**src/rtl/rect_fill_ctrl.sv**
```systemverilog
// Rectangle fill sequencer: walks a centred 2*hw x 2*hh rectangle and writes a colour
// into the shape SRAM, yielding the port to display reads. Option: RECT_FILL_BORDER_EN.
module rect_fill_ctrl #(
   parameter int ADDR_WIDTH = 8,
   parameter int DATA_WIDTH = 4,
   parameter int DEPTH      = 256
) (
   input  logic                  clk,
   input  logic                  rst,
   input  logic                  i_start,
   input  logic [10:0]           i_half_width,
   input  logic [10:0]           i_half_height,
   input  logic [DATA_WIDTH-1:0] i_color,
   input  logic                  i_rd_req,
   input  logic [ADDR_WIDTH-1:0] i_rd_addr,
   output logic                  o_rd_valid,
   output logic [ADDR_WIDTH-1:0] o_mem_addr,
   output logic                  o_mem_write,
   output logic [DATA_WIDTH-1:0] o_mem_data,
   output logic                  o_busy,
   output logic                  o_done,
   output logic                  o_err
);

   localparam logic [1:0] IDLE = 2'd0;
   localparam logic [1:0] FILL = 2'd1;
   localparam logic [1:0] DONE = 2'd2;

   logic [1:0]            state;
   logic [11:0]           w, h, x, y;
   logic [23:0]           p;
   logic [DATA_WIDTH-1:0] color;

   logic [23:0]           w_in, h_in, p_in, lin;
   logic                  bad, step, last, x_wrap;
   logic [DATA_WIDTH-1:0] pixel;

   assign w_in   = {12'd0, i_half_width, 1'b0};
   assign h_in   = {12'd0, i_half_height, 1'b0};
   assign p_in   = w_in * h_in;
   assign bad    = (p_in == 24'd0) || (p_in > 24'(DEPTH));
   assign lin    = ({12'd0, y} * {12'd0, w}) + {12'd0, x};
   assign step   = (state == FILL) && !i_rd_req;
   assign x_wrap = (x == w - 12'd1);
   // Linear index reaching P-1 only happens on the final row; both terms agree.
   assign last   = (lin == p - 24'd1) && (y == h - 12'd1);

`ifdef RECT_FILL_BORDER_EN
   always_comb begin
      pixel = '0;
      if (x == 12'd0 || x_wrap || y == 12'd0 || y == h - 12'd1)
         pixel = color;
   end
`else
   assign pixel = color;
`endif

   // Display reads own the SRAM port whenever requested.
   always_comb begin
      o_mem_write = 1'b0;
      o_mem_addr  = '0;
      o_mem_data  = color;
      if (i_rd_req) begin
         o_mem_addr = i_rd_addr;
      end else if (state == FILL) begin
         o_mem_write = 1'b1;
         o_mem_addr  = lin[ADDR_WIDTH-1:0];
         o_mem_data  = pixel;
      end
   end

   always_ff @(posedge clk) begin
      if (rst) begin
         state      <= IDLE;
         x          <= '0;
         y          <= '0;
         w          <= '0;
         h          <= '0;
         p          <= '0;
         color      <= '0;
         o_rd_valid <= 1'b0;
         o_busy     <= 1'b0;
         o_done     <= 1'b0;
         o_err      <= 1'b0;
      end else begin
         o_rd_valid <= i_rd_req;
         o_err      <= (state == IDLE) && i_start && bad;
         o_done     <= step && last;
         o_busy     <= ((state == IDLE) && i_start && !bad) ||
                       ((state == FILL) && !(step && last));
         case (state)
            IDLE: begin
               if (i_start) begin
                  w     <= w_in[11:0];
                  h     <= h_in[11:0];
                  p     <= p_in;
                  color <= i_color;
                  if (!bad) begin
                     state <= FILL;
                     x     <= '0;
                     y     <= '0;
                  end
               end
            end
            FILL: begin
               if (step) begin
                  if (last) begin
                     state <= DONE;
                  end else if (x_wrap) begin
                     x <= '0;
                     y <= y + 12'd1;
                  end else begin
                     x <= x + 12'd1;
                  end
               end
            end
            DONE:    state <= IDLE;
            default: state <= IDLE;
         endcase
      end
   end

endmodule

```
**config.mk**
```make
export PLATFORM = sky130hd
export DESIGN_NAME = rect_fill_ctrl
export DESIGN_NICKNAME = d
export VERILOG_FILES = /design/src/rtl/rect_fill_ctrl.sv
export SDC_FILE = /design/constraint.sdc
export NUM_CORES = 1
export LEC_CHECK = 0
export ABC_AREA = 0
export CAP_MARGIN = 10
export CORE_ASPECT_RATIO = 1.75
export CORE_MARGIN = 8
export CORE_UTILIZATION = 64
export DETAILED_ROUTE_END_ITERATION = 16
export PLACE_DENSITY = 0.83
export SLEW_MARGIN = 10
export SYNTH_ARGS = -nofsm -noshare
export SYNTH_HDL_FRONTEND = slang
export SYNTH_SLANG_ARGS = --single-unit
export TNS_END_PERCENT = 1
```
**constraint.sdc**
```tcl
create_clock -name clk -period 8.6 [get_ports clk]
set_clock_uncertainty 0.05 [all_clocks]
set_input_delay 1.29 -clock clk [delete_from_list [all_inputs] [get_ports clk]]
set_output_delay 1.29 -clock clk [all_outputs]
set_load 0.01 [all_outputs]
```
==> results.md <==
* Final core utilization at 0.7050
* Final hold vios at 0
* Clock Root Buffer: clkbuf_16
* H-Tree Depth at 3
* Global-route wire length before repair at 73,120 um
* Synth Area per Inst at 8.110 um2
* Synth area leader: fa_1
* Switching Share at 0.4839
* Worst Path Max Fanout at 16
* Die ar. at 0.02768 mm2
* Cells after Synth at 1,771
* Number of global-route vias before repair at 13,950
* Critical path startpoint category: flop
* Clock slew at reported path FFs at 0.06 ns
* CP required at 8.82 ns
* Share of cells above drive strength 1 at 0.05978
* Cell Int Power at 0.001502 W
* Pwr Density at 187.1 mW/mm2
* Max Cap Violations at 0
* Max Buffers Root-to-Sink at 2
* Worst-Margin Slew at 1.038 ns
* Mapped Area at 0.01436 mm2
* Pleak at 7.042 nW
* Routed WL at 45,390 um
* CTS tree: built
* Die H at 214.2 um
* Cts hold-fix bufs at 0
* Latest clock arrival within the worst-skew pair at 0.36 ns
* Nets@finish at 2,130
* Post-DP HPWL at 36,190 um
* Status: finished, final reports clean
* Async set-or-reset flop fraction in the synthesized netlist at 0
* Setup tns final at 0 ns
* Die X at 129.2 um
* EDFF count, synth at 0
* Global Route Usage Sum at 0.3442
* Final setup fails at 0
* Worst VDD drop at 0.0003017 V
* Sw Pwr at 0.001409 W
* Setup CP Type: flop to flop
* Ys flop type: dfxtp_1
* Ports at 55
* Final cycle utilization of the critical path at 0.9453
* Final GP Congestion at 1.022
* Top cell type's share of synthesized area at 0.2370
* Syn nets at 2,116
* Clock sinks at 78
* #FFs+latches synth at 78
* Hold WC Path Type: flop to flop
* Final routed DRC violation total at 0
* First-pass DRT Iterations at 7
* Clock network power share at 0.146
* Detail Route Antenna Nets at 0
* Vias/cell at 6.306
* Rel. slew slack at 0.3080
* PostCTS Resize Cnt at 0
* Postcts setup bufs at 0
* Gate power share at 0.700
* Global route overflow at 0
* Worst path arrival time at 8.35 ns
* Period minus WS final at 8.130 ns
* Routed length per instance at 21.75 um
* Max Freq at 123.0 MHz
* CTS Buf Count at 9
* Rows at 72
* Top post-synthesis cells by area: fa_1 (24%), ha_1 (12%), dfxtp_1 (11%)
* Port Buffers at 54
* Synth unique cells at 95
* Most frequent cells in the layout: nand2_1 (297), inv_1 (213), fa_1 (170)
* Hold slack at 0.4136 ns
* Syn. warnings at 0
* Largest net degree at the start of global routing at 70
* Starting DRT DRC Count at 1,057
* Initial Util at 0.6507
* Max-slew violations at 0
* Flop pwr share at 0.154
* Initial antenna violation count at 0
* Crit. End Element: flop
* Commonest non-fill, non-tap cell in the layout: nand2_1
* Seq/Total Area, Yosys at 0.1087
* Area growth from synthesis to layout at 8.337%
* R2R Setup Slk at 0.47 ns
* RSZ-0062 raised after global routing: false
* Via count at 13,160
* Core footprint at 0.02207 mm2
flip-flops by register name, summed over array words and instances (netlist names):
signal      cells
o_done          1
x              12
p              22
o_rd_valid      1
h              11
y              12
w              11
o_busy          1
o_err           1
color           4
state           2
stage by stage:
step           std cells  worst slack (ns)  instance area, um2  power, W
4_1_cts             2085            0.4559               15530  0.002869
2_1_floorplan       1771             1.266               14360  0.001911
6_report            2087            0.4703               15560  0.002911
5_1_grt             2086           0.01350               15560  0.003146
3_3_place_gp        2069            0.1561               15210  0.002395
3_5_place_dp        2069            0.1281               15210  0.002435
power groups by stage:
stage | logic (W) | clock network, W | registers, W
3_5_place_dp | 0.00198 | 0 | 0.000455
6_report | 0.00204 | 0.000424 | 0.000449
3_3_place_gp | 0.00194 | 0 | 0.000454
5_1_grt | 0.00226 | 0.000436 | 0.000454
4_1_cts | 0.00199 | 0.000427 | 0.000447
2_1_floorplan | 0.00147 | 0 | 0.000438
area by class of cell:
class,count,area [um2]
Multi-Input combinational cell,1384,11640
Fill cell,1742,6511
Sequential cell,78,1563
Timing Repair Buffer,98,865.8
Inverter,214,803.3
Tap cell,296,370.4
Clock buffer,12,246.5
Clock inverter,4,70.07
Antenna cell,1,2.502
Yosys cell counts, types with 31 or more instances:
| cell | number |
|---|---|
| and2_1 | 115 |
| a21oi_1 | 106 |
| xnor2_1 | 71 |
| fa_1 | 170 |
| nor2_1 | 72 |
| dfxtp_1 | 78 |
| inv_1 | 213 |
| o21ai_0 | 31 |
| xor2_1 | 36 |
| nand2_1 | 297 |
| clkbuf_1 | 82 |
| ha_1 | 137 |
layer usage:
metal,vias to the layer above,GRT usage,part of all wire
met5,-,0,0
met2,744,0.5896,0.51
met3,236,0.04980,0.072
met1,6296,0.3502,0.32
met4,0,0.3119,0.10
li1,5885,-,-
critical path, stage by stage (launching register included):
cell       delay, ns
dfxtp_1         0.78
nand2_1         0.16
fa_1            0.44
fa_1            0.57
fa_1            0.44
fa_1            0.52
fa_1            0.55
inv_1           0.10
ha_1            0.41
a21oi_1         0.32
nor2b_1         0.23
xnor2_1         0.15
ha_1            0.32
xnor2_1         0.17
xnor2_1         0.24
nor2_1          0.09
or4_1           0.52
or4_1           0.41
a2111oi_0       0.46
nand4_1         0.19
nor4b_1         0.54
and4b_1         0.35
cells by family (layout without fill, tap and decap cells):
kind of cell | Yosys count | in the layout | share of synthesized area
adder cells (fa/ha/maj) | 307 | 307 | 0.3563
AND/OR/NAND/NOR | 659 | 659 | 0.2265
buffers and inverters | 309 | 328 | 0.08241
AO/OA/AOI/OAI | 294 | 294 | 0.1418
multiplexers | 9 | 9 | 0.007231
flip-flops | 78 | 78 | 0.1087
other | 0 | 1 | 0
XOR/XNOR | 115 | 115 | 0.07701
path summary, 6_finish.rpt:
| check | startpoint | to | cells past startpoint |
|---|---|---|---|
| worst max register to register | w[6]$_SDFFE_PP0P_ | o_done$_SDFF_PP0_ | 21 |
| worst min register to register | color[0]$_SDFFE_PP0P_ | color[0]$_SDFFE_PP0P_ | 2 |
| worst max-delay path | w[6]$_SDFFE_PP0P_ | o_done$_SDFF_PP0_ | 21 |
| worst min-delay path | color[0]$_SDFFE_PP0P_ | color[0]$_SDFFE_PP0P_ | 2 |
Power figures use the tool's default switching activity.
